<file path="src/rtl/mem_arbiter_pkg.sv">
// Shared types and constants for the CPU/video memory arbiter.
package mem_arbiter_pkg;

    localparam int unsigned CPU_ADR_W = 24;
    localparam int unsigned VADR_W    = 18;
    localparam int unsigned DATA_W    = 32;
    localparam int unsigned BE_W      = 4;
    localparam int unsigned CNT_W     = 4;
    localparam int unsigned VLAT_DEF  = 2;
    localparam int unsigned VGAP_DEF  = 2;

    typedef enum logic {
        IDLE = 1'b0,
        VID  = 1'b1
    } state_t;

    // Full word when byte enable is low, otherwise the single lane addressed by adr[1:0].
    function automatic logic [BE_W-1:0] byte_lanes(input logic ben, input logic [1:0] lo);
        logic [BE_W-1:0] be;
        if (!ben) begin
            be = '1;
        end else begin
            be = BE_W'(1) << lo;
        end
        return be;
    endfunction

endpackage

</file>
<file path="src/rtl/mem_arbiter.sv">
// Single-port memory arbiter: CPU passes straight through, video steals fixed-length
// read slots separated by a guaranteed run of CPU-owned cycles.
module mem_arbiter
    import mem_arbiter_pkg::*;
#(
    parameter int unsigned VLAT = VLAT_DEF,
    parameter int unsigned VGAP = VGAP_DEF
) (
    input  logic                 clk,
    input  logic                 rst,
    input  logic [CPU_ADR_W-1:0] cpu_adr,
    input  logic                 cpu_rd,
    input  logic                 cpu_wr,
    input  logic                 cpu_ben,
    input  logic [DATA_W-1:0]    cpu_wdata,
    output logic [DATA_W-1:0]    cpu_rdata,
    output logic                 stallX,
    input  logic                 vreq,
    input  logic [VADR_W-1:0]    vadr,
    output logic                 vack,
    output logic [DATA_W-1:0]    vdata,
    input  logic [DATA_W-1:0]    mem_rdata,
    output logic [VADR_W-1:0]    mem_adr,
    output logic [DATA_W-1:0]    mem_wdata,
    output logic [BE_W-1:0]      mem_be,
    output logic                 mem_we,
    output logic                 mem_oe
);

    state_t           state;
    state_t           state_nxt;
    logic [CNT_W-1:0] cyc;
    logic [CNT_W-1:0] gap;
    logic             grant;
    logic             last;
    logic             unused_adr_hi;

    assign unused_adr_hi = ^cpu_adr[CPU_ADR_W-1:VADR_W+2];

    // State register.
    always_ff @(posedge clk or negedge rst) begin
        if (!rst) begin
            state <= IDLE;
        end else begin
            state <= state_nxt;
        end
    end

    // Next state; gap holds the CPU cycles still owed including the current one,
    // so a grant is allowed on the last of them.
    always_comb begin
        state_nxt = state;
        grant     = 1'b0;
        last      = 1'b0;
        case (state)
            IDLE: begin
                if (vreq && (gap <= CNT_W'(1))) begin
                    grant     = 1'b1;
                    state_nxt = VID;
                end
            end
            VID: begin
                if (cyc == '0) begin
                    last      = 1'b1;
                    state_nxt = IDLE;
                end
            end
            default: state_nxt = IDLE;
        endcase
    end

    // Slot/gap counters, stall flag, video handshake and capture.
    always_ff @(posedge clk or negedge rst) begin
        if (!rst) begin
            stallX <= 1'b0;
            vack   <= 1'b0;
            vdata  <= '0;
            cyc    <= '0;
            gap    <= '0;
        end else begin
            vack <= last;
            if (grant) begin
                stallX <= 1'b1;
            end else if (last) begin
                stallX <= 1'b0;
            end
            if (grant) begin
                cyc <= CNT_W'(VLAT - 1);
            end else if ((state == VID) && (cyc != '0)) begin
                cyc <= cyc - CNT_W'(1);
            end
            if (last) begin
                gap <= CNT_W'(VGAP);
            end else if ((state == IDLE) && (gap != '0)) begin
                gap <= gap - CNT_W'(1);
            end
            if (last) begin
                vdata <= mem_rdata;
            end
        end
    end

    // Memory port mux; CPU strobes are ignored while video owns the bus.
    always_comb begin
        mem_adr   = cpu_adr[VADR_W+1:2];
        mem_oe    = cpu_rd;
        mem_we    = cpu_wr;
        mem_wdata = cpu_wdata;
        mem_be    = byte_lanes(cpu_ben, cpu_adr[1:0]);
        if (state == VID) begin
            mem_adr = vadr;
            mem_oe  = 1'b1;
            mem_we  = 1'b0;
            mem_be  = '1;
        end
    end

    assign cpu_rdata = mem_rdata;

endmodule

</file>
<file path="config.mk">
export PLATFORM = sky130hd
export DESIGN_NAME = mem_arbiter
export DESIGN_NICKNAME = d
export VERILOG_FILES = /design/src/rtl/mem_arbiter_pkg.sv /design/src/rtl/mem_arbiter.sv
export SDC_FILE = /design/constraint.sdc
export NUM_CORES = 1
export LEC_CHECK = 0
export CAP_MARGIN = 20
export CORE_MARGIN = 1
export CORE_UTILIZATION = 28
export CTS_CLUSTER_DIAMETER = 30
export DETAILED_ROUTE_END_ITERATION = 10
export PLACE_DENSITY = 0.75
export RECOVER_POWER = 25
export SYNTH_ARGS = -nofsm -noshare
export SYNTH_HDL_FRONTEND = slang
export SYNTH_SLANG_ARGS = --single-unit
</file>
<file path="constraint.sdc">
create_clock -name clk -period 1.45 [get_ports clk]
set_input_delay 0.29 -clock clk [delete_from_list [all_inputs] [get_ports clk]]
set_output_delay 0.29 -clock clk [all_outputs]
set_load 0.03 [all_outputs]
</file>
==> run_results.csv, run 1 <==
group,metric,value,unit
synthesis,synth-compound-area-share,0.0512,
cts,cts_tree,"done",
synthesis,synth_top_family_by_area,"buffers and inverters",
synthesis,syn_area_per_cell,8.98,sq um
cells_and_area,antennaDiodeCount,0,
timing,slew_violations,0,
synthesis,synth_seq_cells,43,
floorplan,dieArea,9560,sq um
synthesis,syn_inst,286,
placement,io_buffers,165,
synthesis,synth_cell_types,30,
synthesis,synth_xor_area_frac,0,
pwr,power.total,8.96,mW
worst_setup_path,worstPathArrival,1430,ps
cts,clkSinkCount,43,
synthesis,synth-simple-area-share,0.192,
cells_and_area,nets,535,
floorplan,ios,234,
worst_setup_path,path_cells,"clkbuf_16 -> mux2_2 -> buf_6",
pwr,p_per_area,1970,nW/um^2
global_routing,globalRouteOverflowTotal,0,
global_routing,grt_antenna_before_repair,0,
worst_setup_path,cp-start-kind,"flip-flop",
cells_and_area,fin_util,0.515,
timing,worst_slack,-266,ps
cts,root_buffer,"clkbuf_8",
cts,clkTransAtPathRegs,90,ps
routing,dr.pass1.iters,7,
outcome,violations,"DRC, setup timing",
floorplan,die_w,97.8,microns
placement,gp_congestion,0.782,
synthesis,synthAdderAreaFrac,0.0244,
floorplan,die_h,97.8,microns
timing,slew_headroom,0.688,
worst_setup_path,critPathKind,"reg2out",
timing,hold_slack,464,ps
global_routing,grt_max_degree,35,
pwr,leakage,2.26,nW
routing,via_count,2356,
outcome,outcome,"finished, violations left",
worst_setup_path,cp_slowest_cell,"dfrtp_2",
routing,avgRoutedWirePerCell,15.5,microns
worst_setup_path,critical-path-max-stage-delay,460,ps
placement,hpwl,5.64,mm
routing,wl,8.16,mm
timing,setup_viol_count_final,29,
cts,clk-insertion-delay-late,290,ps
hold_path,hold_class,"reg2reg",
timing,skew,8.52,ps
cts,cts_buffer_depth,2,
timing,fmax,0.583,GHz
cts,cts_buffers,5,
synthesis,yosys_warnings,0,
timing,rsz0062_at_grt,"yes",
global_routing,grt_pass1_wl,11.2,mm
routing,postRouteAntennaNets,0,
floorplan,start_util,0.292,
synthesis,syn_nets,403,
timing,period_share,1.18,
placement,dp_worst_setup_slack,-132,ps
synthesis,syn_area,2570,sq um
global_routing,grt_pass1_vias,2242,
floorplan,rows,34,
routing,drtIter0Drc,86,
flow_run,cap_violations,0,
synthesis,synthMuxAreaShare,0.0867,
cells_and_area,fin_area,4540,sq um
cts,cts.htree.levels,2,
routing,drc,36,
cells_and_area,final_layout_size_suffix_gt1_frac,0.425,
routing,viasPerCell,4.47,
synthesis,yosysSeqAreaShare,0.419,
placement,place_area,3840,sq um
timing,hold_violations,0,
floorplan,core_area,8810,sq um
worst_setup_path,cp-end-kind,"output pin",
global_routing,track_usage,0.147,
pwr,ir_drop,1.03,mV
timing,tightestPinTransition,469,ps
cells_and_area,synthToLayoutAreaGrowth,76.8,%
worst_setup_path,critPathRequiredTime,1160,ps
timing,fin_crit,1720,ps
worst_setup_path,crit_fanout,8,
==> cells by family (layout without fill, tap and decap cells) <==
logic type | after synthesis | count (layout)
multiplexers | 20 | 20
AO/OA/AOI/OAI | 16 | 16
AND/OR/NAND/NOR | 117 | 117
flip-flops | 43 | 43
buffers and inverters | 85 | 218
adder cells (fa/ha/maj) | 5 | 5
==> worst max-delay path, delay by kind of cell (launching register included) <==
family	cells	cell delay [ps]
buf+inv	2	330
flops	1	460
mux	1	340
==> per-stage QoR <==
step                TNS (ps)  instances
floorplan              -80.8        286
CTS                    -5610        510
detailed placement      -919        498
global route           -7840        527
finish                 -5440        527
global placement        -547        498
==> worst paths after layout <==
| path | from | end | slack, ps | cells after the start |
|---|---|---|---|---|
| worst min register to register | vdata[4]$_DFFE_PN0P_ | vdata[4]$_DFFE_PN0P_ | 460 | 2 |
| max in group asynchronous | rst | cyc[1]$_DFFE_PN0P_ | 530 | 3 |
| min in group asynchronous | rst | vdata[13]$_DFFE_PN0P_ | 540 | 3 |
| worst max-delay path | state$_DFF_PN0_ | mem_adr[8] | -270 | 3 |
| worst max register to register | cyc[1]$_DFFE_PN0P_ | cyc[2]$_DFFE_PN0P_ | -80 | 5 |
| worst min-delay path | vdata[4]$_DFFE_PN0P_ | vdata[4]$_DFFE_PN0P_ | 460 | 2 |
==> sequential cells by signal (all words and copies together) (netlist names) <==
signal  count
cyc         4
gap         4
state       1
stallX      1
vack        1
vdata      32
==> placed cells by master (no fill, tap or decap), types with 6 or more instances in the layout <==
master	count
mux2_2	9
dlygate4sd2_1	34
inv_1	7
buf_6	21
buf_12	6
mux2_4	9
nand2_1	63
nand2_4	10
dfrtp_1	42
clkbuf_8	6
clkdlybuf4s50_1	74
buf_4	57
nand2_2	28
==> power by group <==
part           internal (mW)  switching [mW]  total, mW
registers               1.81           0.423       2.23
clock network          0.558           0.435      0.993
logic                   2.58            3.15       5.73
total                   4.95            4.01       8.96
==> metal layers <==
metal  routed length [microns]  GRT usage  up-vias
li1                          -          -     1114
met1                      2790      0.149     1096
met2                      4540      0.284      131
met3                       708     0.0472       15
met4                       123     0.0443        0
met5                         0          0        -
==> cell type report <==
cell class / count / area (sq um)
tap: 108 / 135
inverter: 10 / 45.0
sequential: 43 / 1080
timing repair buffer: 200 / 1970
clock buffer: 6 / 82.6
multi-input combinational: 158 / 1200
fill: 796 / 4270
clock inverter: 2 / 35.0
==> synth_stat cells (all sizes together) <==
cell | count | area [sq um]
a21oi | 1 | 5.00
a22o | 1 | 17.5
buf | 75 | 544
dfrtp | 43 | 1080
ha | 5 | 62.6
inv | 10 | 37.5
mux2 | 18 | 203
mux2i | 2 | 20.0
nand2 | 101 | 379
nand4 | 1 | 6.26
nand4bb | 1 | 11.3
nor2b | 2 | 12.5
nor3 | 2 | 10.0
nor3b | 3 | 22.5
nor4 | 1 | 6.26
nor4b | 1 | 8.76
o211ai | 3 | 27.5
o21ai | 6 | 33.8
o22ai | 1 | 6.26
o31a | 1 | 10.0
o31ai | 2 | 15.0
o32ai | 1 | 16.3
or2 | 2 | 12.5
or3 | 2 | 12.5
or3b | 1 | 11.3
==> timing repair <==
action | 4_1_cts | 5_1_grt
gates resized for setup | 39 | 105
cloned | 0 | 5
endpoints found under the setup margin | 65 | 61
pin swaps | 1 | 49
hold buffers | 1 | 0
endpoints found under the hold margin | 25 | 0
setup buffers | 3 | 12
(Power assumes the default switching activity.)
==> inputs of run 2 (changes only) <==
Clock period 1.45 ns to 1.5 ns, I/O delays scaled along.
==> run 2 against run 1 <==
  * The run still ends with DRC, setup timing left
  * Cell count decreased by 2.5%
  * Via count decreased by 4.6%
  * First-iteration DRC count increased by 31%
  * Largest power group unchanged
  * Highest routed layer unchanged
==> run_results.csv, run 2 (synthesis results as in run 1) <==
group,metric,value,unit
timing,slew_headroom,0.661,
timing,setup_viol_count_final,24,
worst_setup_path,critPathKind,"reg2out",
timing,skew,5.53,ps
placement,dp_worst_setup_slack,-121,ps
hold_path,hold_class,"reg2reg",
flow_run,cap_violations,0,
timing,period_share,1.14,
timing,slew_violations,0,
pwr,pwr-share-clk,0.117,
floorplan,die_h,97.8,microns
timing,rsz0062_at_grt,"yes",
placement,place_area,3830,sq um
routing,dr.pass1.iters,9,
global_routing,grt_pass1_vias,2253,
cells_and_area,reg_top3,"vdata: 32 flops, cyc: 4 flops, gap: 4 flops",
pwr,switching_share,0.446,
placement,placed_cells,499,
routing,avgRoutedWirePerCell,13.4,microns
cells_and_area,final_layout_size_suffix_gt1_frac,0.303,
global_routing,track_usage,0.137,
timing,fin_crit,1710,ps
cells_and_area,fin_area,4160,sq um
timing,hold_violations,0,
pwr,switching_power,3.56,mW
cts,clk-insertion-delay-late,290,ps
cells_and_area,final_common_cell,"nand2_1",
timing,tightestPinTransition,508,ps
cells_and_area,most-common-layout-cells,"101 x nand2_1, 74 x clkdlybuf4s50_1, 50 x buf_4, 42 x dfrtp_1, 34 x dlygate4sd2_1",
global_routing,grt_antenna_before_repair,0,
routing,drc,36,
pwr,p_per_area,1920,nW/um^2
global_routing,globalRouteOverflowTotal,0,
routing,drtIter0Drc,113,
timing,tns,-3840,ps
pwr,pwr-share-seq,0.264,
cts,cts_buffer_depth,2,
cells_and_area,synthToLayoutAreaGrowth,61.8,%
worst_setup_path,crit_fanout,10,
routing,via_count,2248,
outcome,outcome,"finished, violations left",
floorplan,rows,34,
floorplan,core_area,8810,sq um
global_routing,grt_pass1_wl,10.6,mm
timing,worst_slack,-205,ps
worst_setup_path,cp-start-kind,"flip-flop",
floorplan,dieArea,9560,sq um
cts,cts_buffers,5,
routing,postRouteAntennaNets,0,
global_routing,grt_max_degree,26,
cts,cts.htree.levels,2,
placement,hpwl,5.25,mm
pwr,ir_drop,0.920,mV
pwr,leakage,2.05,nW
floorplan,start_util,0.292,
worst_setup_path,critPathRequiredTime,1200,ps
cells_and_area,antennaDiodeCount,0,
placement,io_buffers,165,
pwr,power.internal,4.42,mW
cts,root_buffer,"clkbuf_8",
cts,clkTransAtPathRegs,80,ps
outcome,violations,"DRC, setup timing",
pwr,pwr-share-comb,0.619,
floorplan,die_w,97.8,microns
worst_setup_path,worstPathArrival,1410,ps
cells_and_area,nets,522,
cells_and_area,n_fill_cell,834,
cts,cts_tree,"done",
routing,viasPerCell,4.37,
timing,fmax,0.586,GHz
placement,gp_congestion,0.712,
floorplan,ios,234,
routing,wl,6.87,mm
timing,hold_slack,471,ps
worst_setup_path,cp-end-kind,"output pin",
cells_and_area,top_register,"vdata",
cells_and_area,instances_no_fill,514,
cts,clkSinkCount,43,
cells_and_area,largest_register_ffs,32,
==> run 2: power by group through the flow <==
stage / Sequential [mW] / Clock [mW] / Combinational, mW
3_5_place_dp: 2.12 / 0 / 4.82
2_1_floorplan: 3.00 / 0 / 2.13
3_3_place_gp: 2.09 / 0 / 4.74
5_1_grt: 2.19 / 1.02 / 5.29
4_1_cts: 2.09 / 0.966 / 4.69
6_report: 2.11 / 0.932 / 4.94
==> run 2: what timing repair did <==
item | CTS | global route
hold buffers | 1 | 0
gates resized for setup | 55 | 27
pin swaps | 4 | 3
hold endpoints to repair | 18 | 0
cloned | 0 | 1
setup endpoints to repair | 78 | 61
setup buffers | 2 | 3
==> run 2: area by class of cell <==
cell class	instances	area, sq um	area share
multi-input cells	158	1000	0.241
inverters	10	40.0	0.00964
well taps	108	135	0.0325
clock buffers	6	82.6	0.0199
clock inverters	2	35.0	0.00843
flip-flops and latches	43	1080	0.259
repair buffers	187	1780	0.429
==> run 2: per-layer routing <==
metal / vias to the layer above / share of wire / GRT usage
met5: - / 0 / 0
met3: 13 / 0.088 / 0.0415
met2: 111 / 0.52 / 0.253
li1: 1085 / - / -
met1: 1039 / 0.37 / 0.149
met4: 0 / 0.019 / 0.0490
==> run 2: critical path, stage by stage (launching register included) <==
cell       delay [ps]
dfrtp_2           430
clkbuf_16         180
mux2_2            350
buf_6             140
==> run 2: final timing paths <==
| kind | slack, ps | start | end | depth (start not counted) |
|---|---|---|---|---|
| hold reg to reg | 470 | vdata[18]$_DFFE_PN0P_ | vdata[18]$_DFFE_PN0P_ | 2 |
| hold / removal | 470 | vdata[18]$_DFFE_PN0P_ | vdata[18]$_DFFE_PN0P_ | 2 |
| max in group asynchronous | 460 | rst | state$_DFF_PN0_ | 3 |
| setup / recovery | -210 | state$_DFF_PN0_ | mem_adr[11] | 3 |
| min in group asynchronous | 520 | rst | vdata[27]$_DFFE_PN0P_ | 2 |
| setup reg to reg | 10 | cyc[0]$_DFFE_PN0P_ | cyc[2]$_DFFE_PN0P_ | 5 |
==> run 2: metrics by stage <==
step	utilization	power, mW
floorplan	-	5.13
global placement	0.435	6.83
detailed placement	0.435	6.94
CTS	0.456	7.74
global route	0.472	8.50
finish	0.472	7.99
